--- config.mk ---
export PLATFORM = sky130hd
export DESIGN_NAME = rr_resource_arbiter_flat
export DESIGN_NICKNAME = d
export VERILOG_FILES = /design/src/rtl/rr_resource_arbiter_pkg.sv /design/src/rtl/rr_resource_arbiter_if.sv /design/src/rtl/rr_resource_arbiter_pick.sv /design/src/rtl/rr_resource_arbiter.sv /design/src/flat_wrapper.sv
export SDC_FILE = /design/constraint.sdc
export NUM_CORES = 1
export LEC_CHECK = 0
export ABC_AREA = 0
export CAP_MARGIN = 15
export CORE_UTILIZATION = 40
export CTS_CLUSTER_DIAMETER = 150
export DETAILED_ROUTE_END_ITERATION = 16
export GPL_TIMING_DRIVEN = 0
export PLACE_DENSITY_LB_ADDON = 0.12
export SYNTH_ARGS = -nofsm -noshare
export SYNTH_HDL_FRONTEND = slang
export SYNTH_SLANG_ARGS = --single-unit
--- constraint.sdc ---
create_clock -name clk -period 4.97 [get_ports clk]
set_input_delay 0.994 -clock clk [delete_from_list [all_inputs] [get_ports clk]]
set_output_delay 0.994 -clock clk [all_outputs]
set_load 0.05 [all_outputs]
--- src/rtl/rr_resource_arbiter_pkg.sv ---
// Shared types and defaults for the round-robin resource arbiter slice.
package arb_pkg;

    localparam int N_REQ_DEF    = 4;
    localparam int MAX_HOLD_DEF = 16;
    localparam int ERR_W        = 8;

    typedef enum logic [1:0] {
        IDLE  = 2'd0,
        START = 2'd1,
        BUSY  = 2'd2
    } arb_state_e;

    // Increment that sticks at all-ones instead of wrapping.
    function automatic logic [ERR_W-1:0] sat_inc(input logic [ERR_W-1:0] v);
        return (&v) ? v : v + ERR_W'(1);
    endfunction

endpackage

--- src/rtl/rr_resource_arbiter_if.sv ---
// Request/grant and shared-resource handshake bundle for rr_resource_arbiter.
interface rr_resource_arbiter_if
    import arb_pkg::*;
#(
    parameter int N_REQ = N_REQ_DEF
);

    localparam int IDX_W = $clog2(N_REQ);

    logic [N_REQ-1:0] req;
    logic [N_REQ-1:0] gnt;
    logic [IDX_W-1:0] gnt_id;
    logic             res_start;
    logic             res_done;
    logic             timeout_err;
    logic [ERR_W-1:0] err_count;

    modport master (
        input  req,
        input  res_done,
        output gnt,
        output gnt_id,
        output res_start,
        output timeout_err,
        output err_count
    );

    modport slave (
        output req,
        output res_done,
        input  gnt,
        input  gnt_id,
        input  res_start,
        input  timeout_err,
        input  err_count
    );

endinterface

--- src/rtl/rr_resource_arbiter_pick.sv ---
// Combinational round-robin selector: first set request at or above ptr, wrapping.
module rr_pick
    import arb_pkg::*;
#(
    parameter int N_REQ = N_REQ_DEF
) (
    input  logic [N_REQ-1:0]         req_i,
    input  logic [$clog2(N_REQ)-1:0] ptr_i,
    output logic [N_REQ-1:0]         pick_o,
    output logic [$clog2(N_REQ)-1:0] idx_o
);

    localparam int IDX_W = $clog2(N_REQ);

    always_comb begin
        int unsigned       cand_w;
        logic [IDX_W-1:0]  cand;
        logic              found;
        pick_o = '0;
        idx_o  = '0;
        found  = 1'b0;
        cand_w = 0;
        cand   = '0;
        for (int unsigned i = 0; i < N_REQ; i++) begin
            // Wrap explicitly so the index stays in range for non-power-of-two N_REQ.
            cand_w = 32'(ptr_i) + i;
            if (cand_w >= N_REQ) begin
                cand_w = cand_w - N_REQ;
            end
            cand = cand_w[IDX_W-1:0];
            if (!found && req_i[cand]) begin
                found        = 1'b1;
                pick_o[cand] = 1'b1;
                idx_o        = cand;
            end
        end
    end

endmodule

--- src/rtl/rr_resource_arbiter.sv ---
// Round-robin arbiter granting one requester at a time to a shared resource,
// with a start pulse, completion handshake and hold-timeout revocation.
module rr_resource_arbiter
    import arb_pkg::*;
#(
    parameter int N_REQ    = N_REQ_DEF,
    parameter int MAX_HOLD = MAX_HOLD_DEF
) (
    input  logic                 clk,
    input  logic                 rst,
    rr_resource_arbiter_if.master bus
);

    localparam int                IDX_W     = $clog2(N_REQ);
    localparam int                HOLD_W    = 8;
    localparam logic [HOLD_W-1:0] HOLD_LAST = HOLD_W'(MAX_HOLD - 1);
    localparam logic [IDX_W-1:0]  LAST_IDX  = IDX_W'(N_REQ - 1);

    arb_state_e        state_q, state_d;
    logic [N_REQ-1:0]  gnt_q, gnt_d;
    logic [IDX_W-1:0]  gnt_id_q, gnt_id_d;
    logic [IDX_W-1:0]  ptr_q, ptr_d;
    logic              start_q, start_d;
    logic              terr_q, terr_d;
    logic [ERR_W-1:0]  err_q, err_d;
    logic [HOLD_W-1:0] hold_q, hold_d;

    logic [N_REQ-1:0]  pick;
    logic [IDX_W-1:0]  pick_idx;

    rr_pick #(
        .N_REQ(N_REQ)
    ) u_pick (
        .req_i (bus.req),
        .ptr_i (ptr_q),
        .pick_o(pick),
        .idx_o (pick_idx)
    );

    always_comb begin
        state_d  = state_q;
        gnt_d    = gnt_q;
        gnt_id_d = gnt_id_q;
        ptr_d    = ptr_q;
        start_d  = 1'b0;
        terr_d   = 1'b0;
        err_d    = err_q;
        hold_d   = hold_q;
        case (state_q)
            IDLE: begin
                if (|bus.req) begin
                    state_d  = START;
                    gnt_d    = pick;
                    gnt_id_d = pick_idx;
                    start_d  = 1'b1;
                end
            end
            START: begin
                state_d = BUSY;
                hold_d  = '0;
            end
            BUSY: begin
                // Completion and timeout share the release path; done takes priority.
                if (bus.res_done || (hold_q == HOLD_LAST)) begin
                    state_d  = IDLE;
                    gnt_d    = '0;
                    gnt_id_d = '0;
                    ptr_d    = (gnt_id_q == LAST_IDX) ? '0 : gnt_id_q + 1'b1;
                    if (!bus.res_done) begin
                        terr_d = 1'b1;
                        err_d  = sat_inc(err_q);
                    end
                end else begin
                    hold_d = hold_q + 1'b1;
                end
            end
            default: begin
                state_d = IDLE;
            end
        endcase
    end

    always_ff @(posedge clk or posedge rst) begin
        if (rst) begin
            state_q  <= IDLE;
            gnt_q    <= '0;
            gnt_id_q <= '0;
            ptr_q    <= '0;
            start_q  <= 1'b0;
            terr_q   <= 1'b0;
            err_q    <= '0;
            hold_q   <= '0;
        end else begin
            state_q  <= state_d;
            gnt_q    <= gnt_d;
            gnt_id_q <= gnt_id_d;
            ptr_q    <= ptr_d;
            start_q  <= start_d;
            terr_q   <= terr_d;
            err_q    <= err_d;
            hold_q   <= hold_d;
        end
    end

    assign bus.gnt         = gnt_q;
    assign bus.gnt_id      = gnt_id_q;
    assign bus.res_start   = start_q;
    assign bus.timeout_err = terr_q;
    assign bus.err_count   = err_q;

endmodule

--- src/flat_wrapper.sv ---
// flat-port wrapper written by rule: the top's interface ports become plain ports
module rr_resource_arbiter_flat import arb_pkg::*;
#(
    parameter int N_REQ    = N_REQ_DEF,
    parameter int MAX_HOLD = MAX_HOLD_DEF
)
  (clk, rst, bus_req, bus_res_done, bus_gnt, bus_gnt_id, bus_res_start, bus_timeout_err, bus_err_count);
  rr_resource_arbiter_if #(.N_REQ(N_REQ)) bus_i ();
  input  logic clk;
  input  logic rst;
  input wire logic [$bits(bus_i.req)-1:0] bus_req;
  input wire logic [$bits(bus_i.res_done)-1:0] bus_res_done;
  output wire logic [$bits(bus_i.gnt)-1:0] bus_gnt;
  output wire logic [$bits(bus_i.gnt_id)-1:0] bus_gnt_id;
  output wire logic [$bits(bus_i.res_start)-1:0] bus_res_start;
  output wire logic [$bits(bus_i.timeout_err)-1:0] bus_timeout_err;
  output wire logic [$bits(bus_i.err_count)-1:0] bus_err_count;
  assign bus_i.req = bus_req;
  assign bus_i.res_done = bus_res_done;
  assign bus_gnt = bus_i.gnt;
  assign bus_gnt_id = bus_i.gnt_id;
  assign bus_res_start = bus_i.res_start;
  assign bus_timeout_err = bus_i.timeout_err;
  assign bus_err_count = bus_i.err_count;
  rr_resource_arbiter #(.N_REQ(N_REQ), .MAX_HOLD(MAX_HOLD)) u_core (.clk(clk), .rst(rst), .bus(bus_i));
endmodule
=== Yosys cells after proc, flatten, opt, wreduce, memory -nomap -nowiden ===
Cells that the tools add are included.

* Add/subtract/negate cells: 10
* Multipliers: 0
* Div/mod/pow operators: 0
* Magnitude comparators: 12
* Equality and inequality tests: 7
* Shifts and indexed selects: 0
* Muxes and demuxes: 47
* Bitwise gates (word level): 5
* Reduce and logical (&&, ||, !) cells: 21

{| class="wikitable"
|+ Operator list
! operator !! count
|-
| $mux 2 || 12
|-
| $mux 4 || 6
|-
| $add 8x1->8 const B || 2
|-
| $mux 1 || 16
|-
| $pmux 8 s2 || 1
|-
| $lt 2x3->1 const B || 4
|-
| $or 4x4->4 || 3
|-
| $ge 3x3->1 const B || 3
|-
| $bmux 1 s2 || 4
|-
| $demux 1 s2 || 4
|-
| $eq 8x4->1 const B || 1
|-
| $ge 2x1->1 const B || 4
|-
| $mux 8 || 1
|-
| $pmux 4 s2 || 1
|-
| $reduce_and 8->1 || 1
|-
| $sub 2x1->2 const B || 4
|-
| $logic_and 1x1->1 || 7
|-
| $add 2x2->3 const B || 2
|-
| $pmux 2 s3 || 1
|-
| $reduce_and 2->1 || 3
|-
| $eq 2x2->1 const B || 2
|-
| $ne 2x1->1 const B || 2
|-
| $pmux 2 s2 || 1
|-
| $reduce_and 4->1 || 1
|-
| 12 further kinds || 16
|}

* Flip-flop bits (word level): 28
* Latch bits: 0
* Memory bits (writable): 0
* ROM bits: 0
* Input port bits: 7
* Output and inout bits: 16
* Logic and storage cells: 110
* Memories kept: 0

=== Longest topological paths before layout ===
Gate-level depths: netlist (run 1).

* Depth in word-level cells: 16
* Gate-level depth with buffers: 8

=== Cells and area by module ===
From an unflattened synthesis (run 1), not the netlist that was laid out.

* Cells, all modules: 187
* Area, all modules: 1,841.8 um^2

{| class="wikitable"
|+ Modules (own cells, without submodules)
! module !! instances !! cells each !! area an instance (um^2) !! sequential area each (um^2)
|-
| rr_resource_arbiter || 1 || 122 || 1,352.5 || 700.7
|-
| rr_pick || 1 || 65 || 489.2 || 0.0
|}

=== Worst setup path before layout (run 1) ===
Ideal clock, no wire load.

* Path kind: reg2reg
* Start point: reg u_core.ptr_q[0]
* End point: reg u_core.gnt_q[0], in the netlist u_core.bus.gnt[0]
* Arrival time: 2.248 ns
* Setup slack: 2.596 ns
* Stages on the path, launching flop included: 9
* Path buffers: 2
* Period minus slack after synthesis: 2.374 ns
* Cell sequence: dfrtp_1 > buf_6 > inv_1 > ha_1 > mux4_2 > buf_2 > a21oi_1 > a221oi_1 > a221o_2

* Word-level cells in the longest chain between the ends: 16
* Elaborated cells on any way between the ends: 61

{| class="wikitable"
|+ RTL lines
! element !! RTL line !! source
|-
| start, declared || rr_resource_arbiter.sv:22 || <nowiki>logic [IDX_W-1:0] ptr_q, ptr_d;</nowiki>
|-
| start signal, assigned || rr_resource_arbiter.sv:97 || <nowiki>ptr_q <= ptr_d;</nowiki>
|-
| parallel branches: the longest is 13 deep, another holds $add 2x1->3 || n/a ||
|-
| $mux 4 * || rr_resource_arbiter_pick.sv:31 || <nowiki>if (!found && req_i[cand]) begin</nowiki>
|-
| $mux 4 * || rr_resource_arbiter.sv:51 || <nowiki>if (|bus.req) begin</nowiki>
|-
| $pmux 4 s2 * || rr_resource_arbiter.sv:49 || <nowiki>case (state_q)</nowiki>
|-
| end signal, assigned || rr_resource_arbiter.sv:95 || <nowiki>gnt_q <= gnt_d;</nowiki>
|-
| end, declared || rr_resource_arbiter.sv:20 || <nowiki>logic [N_REQ-1:0] gnt_q, gnt_d;</nowiki>
|}

Every way passes the cells marked *. The select of a mux whose other input is x is not followed.
A chain may end at the register's enable or synchronous reset.

=== Final worst setup path (run 1) ===
* Start point: in bus_req[1]
* End point: reg u_core.gnt_id_q[1], in the netlist u_core.bus.gnt_id[1]

* Word-level cells in the longest chain between the ends: 14
* Elaborated cells on any way between the ends: 26

{| class="wikitable"
|+ RTL lines
! element !! RTL line !! source
|-
| start, declared || flat_wrapper.sv:11 || <nowiki>input wire logic [$bits(bus_i.req)-1:0] bus_req;</nowiki>
|-
| $bmux 1 s2 || rr_resource_arbiter_pick.sv:31 ||
|-
| $mux 1 (not written as such) || rr_resource_arbiter_pick.sv:31 ||
|-
| $mux 1 || rr_resource_arbiter_pick.sv:31 ||
|-
| $logic_not 1->1 || rr_resource_arbiter_pick.sv:31 ||
|-
| $logic_and 1x1->1 || rr_resource_arbiter_pick.sv:31 ||
|-
| $mux 1 || rr_resource_arbiter_pick.sv:31 ||
|-
| $logic_not 1->1 || rr_resource_arbiter_pick.sv:31 ||
|-
| $logic_and 1x1->1 || rr_resource_arbiter_pick.sv:31 ||
|-
| $mux 1 || rr_resource_arbiter_pick.sv:31 ||
|-
| $logic_not 1->1 || rr_resource_arbiter_pick.sv:31 ||
|-
| $logic_and 1x1->1 || rr_resource_arbiter_pick.sv:31 ||
|-
| $mux 2 || rr_resource_arbiter_pick.sv:31 ||
|-
| $mux 2 || rr_resource_arbiter.sv:51 ||
|-
| $pmux 2 s2 || rr_resource_arbiter.sv:49 ||
|-
| end signal, assigned || rr_resource_arbiter.sv:96 || <nowiki>gnt_id_q <= gnt_id_d;</nowiki>
|-
| end, declared || rr_resource_arbiter.sv:21 || <nowiki>logic [IDX_W-1:0] gnt_id_q, gnt_id_d;</nowiki>
|}

Several ways; a longest one is shown, not always the timed one. The select of a mux whose other input is x is not followed.

==> results of run 1 <==
flip-flops by register name (all words and copies together) (netlist names):
signal                  cells
u_core.bus.err_count        8
u_core.bus.gnt              4
u_core.bus.gnt_id           2
u_core.bus.res_start        1
u_core.bus.timeout_err      1
u_core.hold_q               8
u_core.ptr_q                2
u_core.state_q              2
synth_stat cells, types with 2 or more instances:
library cell and n:
inv_1 15, buf_6 2, nand4_1 3, nor3b_1 3
nand2_1 5, nand3b_1 4, a2111oi_0 2, xor2_1 8
buf_2 2, dfrtp_1 28, nor4_1 4, mux2i_1 6
o21ai_0 5, a221o_2 5, and3_1 2, nand3_1 9
a221oi_1 4, nand2b_1 3, nor2b_1 2, nor2_1 5
nor3_1 3, a21oi_1 5, mux4_2 3, ha_1 11
per-layer routing:
layer	track usage, %	wire [um]
met5	0	0
met4	3.19	18
met3	4.05	138
met2	25.5	1530
met1	20.8	1580
cell families (layout without fill, tap and decap cells):
family | after synthesis | in the layout | synth area share (%)
and+or+nand+nor | 51 | 51 | 18.8
buffers and inverters | 20 | 47 | 5.61
muxes | 11 | 11 | 9.61
AOI/OAI and AO/OA | 29 | 29 | 13.1
DFF | 28 | 28 | 40.8
xor gates and xnor gates | 8 | 8 | 4.08
adders and majority gates | 11 | 11 | 8.01
cell type report:
type | count | area share [%]
Sequential cell | 28 | 33.4
Tap cell | 50 | 2.98
Multi-Input combinational cell | 110 | 43.9
Inverter | 15 | 2.68
Clock buffer | 3 | 1.97
Clock inverter | 1 | 1.43
Buffer | 5 | 1.91
Timing Repair Buffer | 23 | 11.8
power breakdown:
group          internal (W)  total [W]  leakage [nW]  switching (W)
clock network      0.000108   0.000178        0.0357      0.0000704
registers          0.000275   0.000321         0.374      0.0000460
logic              0.000255   0.000589         0.597       0.000334
total              0.000638    0.00109          1.01       0.000451
stage by stage:
stage / hold WS [ps] / utilization [%] / cell area, um2
global route: 531 / 51.7 / 2100
global placement: 475 / 49.3 / 2000
CTS: 508 / 51.1 / 2070
detailed placement: 492 / 49.3 / 2000
finish: 505 / 51.7 / 2100
floorplan: 469 / - / 1720
final timing paths:
| check | start | slack [ps] | to | cells after the start |
|---|---|---|---|---|
| setup / recovery | bus_req[1] | 2240 | u_core.bus.gnt_id[1] | 7 |
| hold / removal | u_core.bus.err_count[6] | 500 | u_core.bus.err_count[6] | 1 |
| setup reg to reg | u_core.ptr_q[0] | 2330 | u_core.bus.gnt[1] | 8 |
| hold reg to reg | u_core.bus.err_count[6] | 500 | u_core.bus.err_count[6] | 1 |
| max in group asynchronous | rst | 3460 | u_core.state_q[0] | 3 |
| min in group asynchronous | rst | 1050 | u_core.bus.err_count[5] | 2 |
worst max-delay path, delay by kind of cell:
family | cells | cell delay (ps)
buffers and inverters | 3 | 760
and+or+nand+nor | 2 | 490
AOI/OAI and AO/OA | 2 | 690
==> impl_metrics.csv, run 1 <==
group,metric,value,unit
outcome,status,"finished, final reports clean",
pwr,ir_drop,307,uV
floorplanning,die_w,67.5,um
floorplanning,initial_core_util,42.3,%
logic_synthesis,synth_warnings,0,
logic_synthesis,yosysTopAreaCellShare,40.8,%
worst_setup_path,cp.required,5190,ps
grt,grtUsageTotal,15.7,%
clocking,cts_resized,0,
timing,slew_headroom,64.3,%
timing,post-route-period-util,54.8,%
grt,grt_max_degree,29,
drt,via_count,1275,
timing,tns,0,ps
placement,dp_slack,1940,ps
drt,first_iter_violations,81,
placement,dp.cells,230,
timing,max_freq,0.367,GHz
drt,drc_errors,0,
pwr,p_total,0.00109,W
cells_and_area,syn_to_final_growth,22.2,%
clocking,cts_tree,"yes",
worst_setup_path,max_stage_delay,510,ps
placement,hpwl,2.41,mm
worst_setup_path,cp_data_arrival_time,2940,ps
clocking,cts_buffers,3,
logic_synthesis,synth-edff-count,0,
timing,tightest_slew,535,ps
clocking,clock-sinks,28,
job,timing.max_cap.violations,0,
clocking,clockBufferDepth,2,
drt,wl,3.26,mm
floorplanning,die_area,4560,um2
logic_synthesis,synth_nets,176,
clocking,htreeDepth,1,
logic_synthesis,synth.yosys.seq_area_share,40.8,%
cells_and_area,diodes,0,
cells_and_area,stdcell_count,235,
logic_synthesis,synth_top_cell_by_area,"dfrtp_1",
cells_and_area,final_common_cell,"dfrtp_1",
timing,setup_viol,0,
placement,port_buffers,22,
drt,viasPerCell,5.43,
grt,grt_pass1_vias,1187,
timing,hold_viol,0,
floorplanning,num_rows,23,
grt,antenna_found_initial,0,
timing,setup_ws,2240,ps
timing,rsz0062_at_grt,"false",
placement,gp_congestion,0.787,
logic_synthesis,synthArstFlopShare,100,%
grt,grt_remaining_overflow,0,
timing,fin_skew,5.40,ps
floorplanning,ioPinCount,23,
floorplanning,coreArea,4060,um2
clocking,clkTransAtPathRegs,100,ps
cells_and_area,final-seq-area,701,um2
clocking,cts_setup_buffers,0,
timing,period_needed,2730,ps
logic_synthesis,syn_inst,158,
worst_setup_path,cp_max_fo,9,
worst_setup_path,worstPathCellList,"clkdlybuf4s50_1, nor4_1, or3_2, buf_4, inv_1, a21oi_1, a221o_2",
grt,grt_pass1_wl,5.40,mm
cells_and_area,multi_input_area,921,um2
floorplanning,die_y,67.5,um
cells_and_area,drive_above_1_share,13.0,%
timing,slew_viol_final,0,
worst_setup_path,crit_type,"in2reg",
drt,drtAntennaViolNets,0,
logic_synthesis,synth_area_leaders,"dfrtp_1 41%, ha_1 8.0%, xor2_1 4.1%, mux4_2 3.9%, mux2i_1 3.5%",
pwr,leakage,1.01,nW
clocking,clockRootBuffer,"clkbuf_8",
cells_and_area,fillers,353,
min_path,hold_path_class,"reg2reg",
worst_setup_path,slowest_stage,"clkdlybuf4s50_1",
worst_setup_path,cp-start-kind,"input pin",
drt,wl_per_cell,13.9,um
pwr,p_per_area,518,nW/um2
cells_and_area,nets,204,
logic_synthesis,netlist_area,1720,um2
logic_synthesis,synth-seq-cells,28,
worst_setup_path,cp-end-kind,"register",
logic_synthesis,yosys.cell_types.count,43,
clocking,clkLatencyLatePin,270,ps
cells_and_area,most-common-layout-cells,"28 x dfrtp_1, 22 x clkdlybuf4s50_1, 15 x inv_1",
clocking,postCtsHoldBufs,0,
logic_synthesis,avgSynthCellArea,10.9,um2
logic_synthesis,synth_ff_type,"dfrtp_1",
drt,dr.pass1.iters,4,
No activity file was read; power rests on OpenSTA's default activity.
==> inputs of run 2 (changes only) <==
- clock period: 4.97 -> 2.4 ns (I/O delays scaled with it)
==> impl_metrics.csv, run 2 (synthesized netlist as in run 1, its figures left out) <==
group,metric,value,unit
outcome,status,"finished, final reports clean",
grt,grt_remaining_overflow,0,
drt,via_count,1284,
clocking,clockRootBuffer,"clkbuf_8",
floorplanning,num_rows,23,
floorplanning,die_y,67.5,um
grt,grt_max_degree,29,
pwr,pwr-share-comb,57.8,%
clocking,htreeDepth,1,
worst_setup_path,crit_type,"reg2reg",
timing,max_freq,0.431,GHz
timing,slew_viol_final,0,
cells_and_area,final_common_cell,"dfrtp_1",
cells_and_area,drive_above_1_share,20.7,%
pwr,seqPwrFrac,27.0,%
drt,drc_errors,0,
floorplanning,die_w,67.5,um
grt,grt_pass1_vias,1217,
clocking,cts_buffers,3,
cells_and_area,diodes,0,
placement,dp.cells,230,
worst_setup_path,cp_max_fo,10,
cells_and_area,syn_to_final_growth,27.3,%
min_path,hold_path_class,"reg2reg",
floorplanning,ioPinCount,23,
grt,grt_pass1_wl,5.53,mm
clocking,clockBufferDepth,2,
drt,drtAntennaViolNets,0,
worst_setup_path,reg2reg_to,"u_core.bus.gnt[1]",
min_path,hp-start,"u_core.bus.err_count[6]",
floorplanning,initial_core_util,42.3,%
worst_setup_path,reg2regPathDepth,8,
worst_setup_path,cp-start-kind,"register",
timing,setup_viol,0,
worst_setup_path,cp-end-kind,"register",
timing,hold_viol,0,
cells_and_area,stdcell_count,238,
timing,tightest_slew,537,ps
min_path,hold_path_depth,1,
pwr,leakage,1.02,nW
placement,hpwl,2.41,mm
timing,fin_skew,7.85,ps
pwr,ir_drop,627,uV
clocking,clkTransAtPathRegs,100,ps
drt,wl_per_cell,14.4,um
pwr,p_int,0.00143,W
clocking,clock-sinks,28,
grt,antenna_found_initial,0,
timing,slew_headroom,64.2,%
pwr,p_per_area,1130,nW/um2
clocking,cts_tree,"yes",
timing,period_needed,2320,ps
clocking,clkLatencyLatePin,280,ps
placement,gp_congestion,0.787,
drt,wl,3.43,mm
worst_setup_path,worstPathCellList,"buf_8, clkinvlp_4, ha_4, mux4_2, buf_4, a21oi_2, a221oi_2, a221o_2",
drt,viasPerCell,5.39,
pwr,power_frac_clock,15.1,%
pwr,p_total,0.00246,W
timing,post-route-period-util,96.6,%
drt,first_iter_violations,55,
worst_setup_path,cp_data_arrival_time,2490,ps
cells_and_area,most-common-layout-cells,"26 x dfrtp_1, 22 x clkdlybuf4s50_1, 14 x inv_1",
min_path,hold-path-endpoint,"u_core.bus.err_count[6]",
pwr,p_sw,0.00103,W
job,timing.max_cap.violations,0,
clocking,postCtsHoldBufs,0,
floorplanning,coreArea,4060,um2
grt,grtUsageTotal,16.1,%
worst_setup_path,rrSetupSlack,80,ps
drt,dr.pass1.iters,4,
floorplanning,die_area,4560,um2
worst_setup_path,reg2reg_from,"u_core.ptr_q[0]",
placement,port_buffers,22,
worst_setup_path,cp.required,2570,ps
cells_and_area,nets,207,
worst_setup_path,max_stage_delay,520,ps
worst_setup_path,slowest_stage,"mux4_2",
timing,whs,505,ps
pwr,swShare,41.8,%
run 2: how the worst max path moves through the flow:
| stage | startpoint | end | slack (ps) | depth (start not counted) |
|---|---|---|---|---|
| after floorplan | u_core.ptr_q[0] | u_core.bus.gnt[0] | 30 | 8 |
| after global placement | u_core.ptr_q[0] | u_core.bus.gnt[1] | -170 | 8 |
| after detailed placement | u_core.ptr_q[0] | u_core.bus.gnt[1] | -220 | 8 |
| after CTS | u_core.ptr_q[0] | u_core.bus.gnt[1] | 40 | 8 |
| after global routing | u_core.ptr_q[0] | u_core.bus.gnt[1] | -5 | 8 |
| final | u_core.ptr_q[0] | u_core.bus.gnt[1] | 80 | 8 |
run 2: metal layers:
layer	routed length, um	vias to the layer above	track usage [%]
li1	-	646	-
met1	1690	612	21.2
met2	1610	22	26.4
met3	101	4	4.05
met4	28	0	3.72
met5	0	-	0
run 2: per-stage QoR:
stage          setup TNS (ps)  utilization, %  area (um2)  setup WS, ps
2_1_floorplan               0               -        1720          25.6
5_1_grt                 -4.78            53.9        2190         -4.78
3_5_place_dp            -1100            49.3        2000          -217
3_3_place_gp             -857            49.3        2000          -172
6_report                    0            53.9        2190          81.1
4_1_cts                     0            51.9        2110          36.6
run 2: final cells by class:
class,instances,area (um2)
Fill cell,350,1870
Timing Repair Buffer,26,270
Tap cell,50,62.6
Inverter,15,60.1
Clock inverter,1,30.0
Sequential cell,28,703
Multi-Input combinational cell,110,973
Clock buffer,3,41.3
Buffer,5,46.3
run 2: critical path: cells and delay by family (launching register included):
kind | cells | cell delay (ps)
AOI/OAI and AO/OA | 3 | 540
muxes | 1 | 520
DFF | 1 | 400
adders and majority gates | 1 | 310
buffers and inverters | 3 | 450
run 2: timing repair:
item	CTS	global route
resized for setup	5	11
setup buffers	2	1
pin swaps	0	0
endpoints found under the setup margin	6	4
run 2: power groups by stage:
stage                     clock network (W)  registers, W  logic, W
after global routing               0.000401      0.000676   0.00155
after global placement                    0      0.000673   0.00119
final                              0.000372      0.000665   0.00142
after floorplan                           0      0.000833  0.000765
after detailed placement                  0      0.000675   0.00122
after CTS                          0.000381      0.000662   0.00129
